===== src/rtl/router_pkg.sv =====
// Shared definitions for the mesh router: port numbering, header field layout and XY routing.
package router_pkg;

    localparam int unsigned CHANNEL_NUMBER = 5;

    typedef enum logic [2:0] {
        PortLocal = 3'd0,
        PortNorth = 3'd1,
        PortSouth = 3'd2,
        PortEast  = 3'd3,
        PortWest  = 3'd4
    } port_e;

    typedef enum logic {StIdle, StBusy} alloc_state_e;

    function automatic int unsigned x_lo();
        return 0;
    endfunction

    function automatic int unsigned y_lo(input int unsigned xw);
        return xw;
    endfunction

    function automatic int unsigned len_lo(input int unsigned xw, input int unsigned yw);
        return xw + yw;
    endfunction

    // X is resolved first; Y only once the packet is in the right column.
    function automatic port_e xy_route(input int unsigned x, input int unsigned y,
                                       input int unsigned rx, input int unsigned ry);
        if (x > rx) return PortEast;
        if (x < rx) return PortWest;
        if (y > ry) return PortNorth;
        if (y < ry) return PortSouth;
        return PortLocal;
    endfunction

    // Reduces 0..9 into 0..4 so port indices never rely on a natural overflow.
    function automatic logic [2:0] wrap5(input logic [3:0] v);
        return (v >= 4'd5) ? 3'(v - 4'd5) : v[2:0];
    endfunction

endpackage


===== src/rtl/rr_picker.sv =====
// Combinational round-robin picker over the five input channels, starting the search at ptr.
module rr_picker
    import router_pkg::*;
(
    input  logic [CHANNEL_NUMBER-1:0] request,
    input  logic [2:0]                ptr,
    output logic                      grant_valid,
    output logic [2:0]                grant_idx
);

    // Scan from the farthest offset down so the closest requester to ptr is written last.
    always_comb begin
        grant_valid = 1'b0;
        grant_idx   = '0;
        for (int k = CHANNEL_NUMBER - 1; k >= 0; k--) begin
            if (request[wrap5({1'b0, ptr} + 4'(k))]) begin
                grant_valid = 1'b1;
                grant_idx   = wrap5({1'b0, ptr} + 4'(k));
            end
        end
    end

endmodule


===== src/rtl/xy_switch_allocator.sv =====
// Switch allocator: XY-routes each waiting header and binds outputs to inputs for a whole packet.
module xy_switch_allocator
    import router_pkg::*;
#(
    parameter int unsigned DATA_WIDTH              = 32,
    parameter int unsigned MAX_ROUTERS_X           = 4,
    parameter int unsigned MAX_ROUTERS_Y           = 4,
    parameter int unsigned MAXIMUM_PACKAGES_NUMBER = 5,
    parameter int unsigned ROUTER_X                = 0,
    parameter int unsigned ROUTER_Y                = 0
) (
    input  logic                                 clk,
    input  logic                                 rst,
    input  logic [CHANNEL_NUMBER-1:0]            in_valid,
    input  logic [CHANNEL_NUMBER*DATA_WIDTH-1:0] in_data,
    input  logic [CHANNEL_NUMBER-1:0]            out_ready,
    output logic [CHANNEL_NUMBER*3-1:0]          out_sel,
    output logic [CHANNEL_NUMBER-1:0]            out_lock,
    output logic [CHANNEL_NUMBER-1:0]            in_bound
);

    localparam int unsigned XW  = $clog2(MAX_ROUTERS_X);
    localparam int unsigned YW  = $clog2(MAX_ROUTERS_Y);
    localparam int unsigned LW  = $clog2(MAXIMUM_PACKAGES_NUMBER);
    localparam int unsigned XLO = x_lo();
    localparam int unsigned YLO = y_lo(XW);
    localparam int unsigned LLO = len_lo(XW, YW);

    logic [2:0]                route   [CHANNEL_NUMBER];
    logic [LW-1:0]             hdr_len [CHANNEL_NUMBER];
    logic [CHANNEL_NUMBER-1:0] req     [CHANNEL_NUMBER];

    // Only the header fields matter here; the rest of TDATA passes through the crossbar.
    logic unused_data;
    assign unused_data = ^in_data;

    for (genvar i = 0; i < CHANNEL_NUMBER; i++) begin : g_in
        logic [XW-1:0] hx;
        logic [YW-1:0] hy;
        assign hx         = in_data[i*DATA_WIDTH + XLO +: XW];
        assign hy         = in_data[i*DATA_WIDTH + YLO +: YW];
        assign hdr_len[i] = in_data[i*DATA_WIDTH + LLO +: LW];
        assign route[i]   = xy_route(32'(hx), 32'(hy), ROUTER_X, ROUTER_Y);
    end

    always_comb begin
        in_bound = '0;
        for (int o = 0; o < CHANNEL_NUMBER; o++) begin
            for (int i = 0; i < CHANNEL_NUMBER; i++) begin
                if (out_lock[o] && (out_sel[o*3 +: 3] == 3'(i))) in_bound[i] = 1'b1;
            end
        end
    end

    always_comb begin
        for (int o = 0; o < CHANNEL_NUMBER; o++) begin
            for (int i = 0; i < CHANNEL_NUMBER; i++) begin
                req[o][i] = in_valid[i] && !in_bound[i] && (route[i] == 3'(o));
            end
        end
    end

    for (genvar o = 0; o < CHANNEL_NUMBER; o++) begin : g_out
        alloc_state_e  state_q, state_d;
        logic [2:0]    sel_q, sel_d, rr_q, rr_d;
        logic [LW-1:0] cnt_q, cnt_d;
        logic          grant_valid;
        logic [2:0]    grant_idx;
        logic          beat;

        rr_picker u_pick (
            .request     (req[o]),
            .ptr         (rr_q),
            .grant_valid (grant_valid),
            .grant_idx   (grant_idx)
        );

        assign beat = in_valid[sel_q] && out_ready[o];

        // Grants happen only from IDLE, which leaves a one-cycle bubble after each release.
        always_comb begin
            state_d = state_q;
            sel_d   = sel_q;
            cnt_d   = cnt_q;
            rr_d    = rr_q;
            unique case (state_q)
                StIdle: begin
                    if (grant_valid) begin
                        sel_d   = grant_idx;
                        cnt_d   = hdr_len[grant_idx];
                        state_d = StBusy;
                    end
                end
                StBusy: begin
                    if (beat) begin
                        if (cnt_q == '0) begin
                            state_d = StIdle;
                            rr_d    = wrap5({1'b0, sel_q} + 4'd1);
                        end else begin
                            cnt_d = cnt_q - LW'(1);
                        end
                    end
                end
            endcase
        end

        always_ff @(posedge clk or posedge rst) begin
            if (rst) begin
                state_q <= StIdle;
                sel_q   <= '0;
                cnt_q   <= '0;
                rr_q    <= '0;
            end else begin
                state_q <= state_d;
                sel_q   <= sel_d;
                cnt_q   <= cnt_d;
                rr_q    <= rr_d;
            end
        end

        assign out_sel[o*3 +: 3] = sel_q;
        assign out_lock[o]       = (state_q == StBusy);
    end

endmodule

===== config.mk =====
export PLATFORM = sky130hd
export DESIGN_NAME = xy_switch_allocator
export DESIGN_NICKNAME = d
export VERILOG_FILES = /design/src/rtl/router_pkg.sv /design/src/rtl/rr_picker.sv /design/src/rtl/xy_switch_allocator.sv
export SDC_FILE = /design/constraint.sdc
export NUM_CORES = 1
export LEC_CHECK = 0
export CAP_MARGIN = 0
export CORE_UTILIZATION = 32
export CTS_CLUSTER_DIAMETER = 100
export DETAILED_ROUTE_END_ITERATION = 10
export GPL_ROUTABILITY_DRIVEN = 0
export SLEW_MARGIN = 20
export SYNTH_ARGS = -nofsm -noshare
export SYNTH_HDL_FRONTEND = slang
export SYNTH_SLANG_ARGS = --single-unit

===== constraint.sdc =====
create_clock -name clk -period 3.7 [get_ports clk]
set_input_delay 0.74 -clock clk [delete_from_list [all_inputs] [get_ports clk]]
set_output_delay 0.74 -clock clk [all_outputs]
set_load 0.005 [all_outputs]

==> impl_metrics.json <==
{
  "status": "finished clean",
  "worstPathMaxFanout": 5,
  "standby_leakage_power_uw": 0.00385,
  "antenna_cells_inserted": 0,
  "via_count": 6491,
  "drt_iter0_markers": 536,
  "min-delay-path-class": "reg2reg",
  "reg2reg_from": "g_out[1].sel_q[0]$_DFFE_PP0P_",
  "final.setup_skew_ns": 0.00812,
  "start_util_pct": 33.0,
  "worst_setup_path_class": "reg2reg",
  "min_delay_path_depth": 1,
  "cap_viol_max_count": 0,
  "full_die_area_sq_mm": 0.0201,
  "number_of_distinct_library_cell_variants_in_the_gate_level_netlist_after_synthesis": 104,
  "num_io_pins": 197,
  "power_per_cell_area_mw_per_mm2": 1000,
  "clock_power_share_pct": 6.5,
  "utilization_pct": 46.0,
  "layout.nets": 1206,
  "synth_enable_flop_cells": 0,
  "hpwl_um": 16100,
  "depth_of_the_worst_register_to_register_path": 15,
  "report.final.hold_viol_count": 0,
  "grt_first_pass_wirelength_um": 31400,
  "design.core.area_sq_mm": 0.0190,
  "synth.cell_area_sq_mm": 0.00626,
  "yosys_most_used_dff": "dfrtp_1",
  "clock_tree.htree_level_count": 2,
  "grt.total_usage_pct": 19.6,
  "synth_sequential_area_ratio_pct": 16.4,
  "crit_path_end_kind": "register",
  "cp_launch_type": "register",
  "via_count_of_the_first_global_routing_pass": 6260,
  "synth.yosys.warnings": 0,
  "synth_cells": 776,
  "avgSynthCellArea_sq_um": 8.07,
  "average_wire_per_standard_cell_um": 15.9,
  "grt_antenna_before_repair": 0,
  "cts_root_buffer": "clkbuf_16",
  "final_setup_viols": 0,
  "portBuffers": 68,
  "clk_transition_reported_paths_ns": 0.06,
  "whs_ns": 0.485,
  "timing.fmax_mhz": 275,
  "post_detailed_routing_wire_length_um": 19600,
  "post-route-period-util_pct": 98.4,
  "grt-ovfl-total": 0,
  "post_route_cells_drive_above_1_share_pct": 28.5,
  "vdd.ir_drop.worst_uv": 445,
  "switching_share_pct": 48.0,
  "cts_buffers": 5,
  "grt_start_max_net_pins": 24,
  "num_rows": 50,
  "worst-slew-pin-transition_ns": 0.899,
  "rsz_0062_raised_after_global_routing": "yes",
  "p_seq_share_pct": 8.9,
  "timing.final.max_slew_violations": 0,
  "timing.critical_path.required_ns": 3.86,
  "ant_nets": 0,
  "ys_async_rst_share_pct": 100,
  "total_switching_power_uw": 4190,
  "internal_power_uw": 4550,
  "cts_tree": "built",
  "detail_route.drc_violations": 0,
  "hp-start": "g_out[2].cnt_q[0]$_DFFE_PP0P_",
  "critical_path_arrival_ns": 3.81,
  "insertion_delay_to_the_later_sink_of_the_worst_skew_pair_ns": 0.29,
  "die_h_um": 142,
  "nFillCells": 1877,
  "drt_pre_antenna_iters": 5,
  "vias_per_cell": 5.26,
  "area_delta_synth_final_pct": 39.2,
  "timing.critical_path.from": "g_out[1].sel_q[0]$_DFFE_PP0P_",
  "cts_sinks": 41,
  "synth.ff_latch_count": 41,
  "finalWorstPathRequiredPeriod_ns": 3.64,
  "max-slew-margin-rel_pct": 39.7,
  "die-width_um": 142,
  "max-clock-path-buffers": 2,
  "pwr-share-comb_pct": 84.5
}
==> repair_timing <==
action                     in CTS  in global routing
setup endpoints to repair       2                 12
buffers inserted                0                 12
hold buffers                    0                  0
resized for setup               3                 53
pin swaps                       2                 30
==> final cells by class <==
class	count	area [sq um]	share of cell area, %
clock buffer	5	125	1.44
clock inverter	3	65.1	0.746
sequential	41	1030	11.8
timing repair buffer	226	1890	21.7
tap	260	325	3.73
inverter	62	238	2.73
multi-input combinational	637	5050	57.9
==> sequential cells by signal (all words and copies together) (netlist names) <==
name and flops:
g_out.state_q 5, g_out.cnt_q 15, g_out.sel_q 12, g_out.rr_q 9
==> critical path, stage by stage (launching register included) <==
cell	delay [ns]
dfrtp_1	0.37
buf_4	0.14
clkinvlp_4	0.13
ha_1	0.23
nand2_1	0.14
o211ai_1	0.23
buf_4	0.21
o21ai_4	0.12
o221ai_2	0.13
a311oi_2	0.35
or3_1	0.17
o221ai_2	0.12
a32oi_4	0.33
mux4_2	0.55
mux2i_1	0.19
o21ai_1	0.10
==> power by group through the flow <==
stage / Combinational (uW) / Clock (uW) / Sequential, uW
6_report: 7390 / 571 / 782
5_1_grt: 8010 / 600 / 812
4_1_cts: 6900 / 579 / 776
3_5_place_dp: 6860 / 0 / 784
3_3_place_gp: 6780 / 0 / 778
2_1_floorplan: 4460 / 0 / 780
==> per-stage QoR <==
stage               setup TNS, ns  setup WS [ns]  power, uW  instances  area [sq um]
floorplan                       0         0.0443       5240        778          6270
global placement            -1.82         -0.251       7550       1214          8190
detailed placement          -2.01         -0.303       7640       1214          8190
CTS                             0         0.0135       8250       1222          8390
global route               -0.221         -0.114       9420       1234          8720
finish                          0         0.0578       8740       1234          8720
==> cell usage after synthesis (all sizes together), types with 7 or more instances <==
library cell / instances / area [sq um]
a21boi: 7 / 52.6
a21o: 7 / 52.6
a21oi: 45 / 229
a22oi: 9 / 91.3
a31oi: 11 / 90.1
buf: 23 / 145
clkbuf: 15 / 56.3
dfrtp: 41 / 1030
ha: 58 / 726
inv: 59 / 221
mux2: 17 / 191
mux2i: 37 / 383
mux4: 7 / 161
nand2: 55 / 206
nand2b: 11 / 68.8
nand3: 27 / 135
nand3b: 14 / 121
nor2: 72 / 283
nor2b: 9 / 56.3
nor3: 27 / 163
nor3b: 10 / 80.1
o21ai: 49 / 257
o22ai: 12 / 75.1
o31ai: 8 / 70.1
or2: 9 / 56.3
xnor2: 23 / 201
==> kinds of logic (layout without fill, tap and decap cells) <==
| kind of cell | Yosys count | in the layout | synth area share [%] |
|---|---|---|---|
| and+or+nand+nor | 272 | 272 | 23.8 |
| xor gates and xnor gates | 28 | 28 | 3.92 |
| DFF | 41 | 41 | 16.4 |
| muxes | 61 | 61 | 11.8 |
| other | 1 | 3 | 0.0599 |
| adders and majority gates | 61 | 61 | 12.6 |
| AOI/OAI and AO/OA | 212 | 212 | 24.6 |
| buffers and inverters | 100 | 296 | 6.93 |
==> per-layer routing <==
layer / track usage, % / vias to the layer above / part of all wire (%)
met2: 32.5 / 137 / 47
li1: - / 3222 / -
met5: 0 / - / 0
met4: 3.62 / 0 / 1.1
met1: 26.9 / 3116 / 48
met3: 2.97 / 16 / 4.0
==> path summary, 6_finish.rpt <==
kind	endpoint	slack, ns
max	g_out[3].cnt_q[2]$_DFFE_PP0P_	0.06
min	g_out[2].cnt_q[0]$_DFFE_PP0P_	0.49
max reg2reg	g_out[3].cnt_q[2]$_DFFE_PP0P_	0.06
min reg2reg	g_out[2].cnt_q[0]$_DFFE_PP0P_	0.49
max in group asynchronous	g_out[3].rr_q[2]$_DFFE_PP0P_	2.12
min in group asynchronous	g_out[1].cnt_q[2]$_DFFE_PP0P_	0.84
==> layout by cell type (no fill, tap or decap), types with 33 or more instances in the layout <==
cell type,instances
buf_4,157
nor2_1,68
clkdlybuf4s50_1,64
inv_1,54
nand2_1,53
ha_1,53
a21oi_1,42
dfrtp_1,39
o21ai_0,38
mux2i_1,33
(Power assumes the default switching activity.)
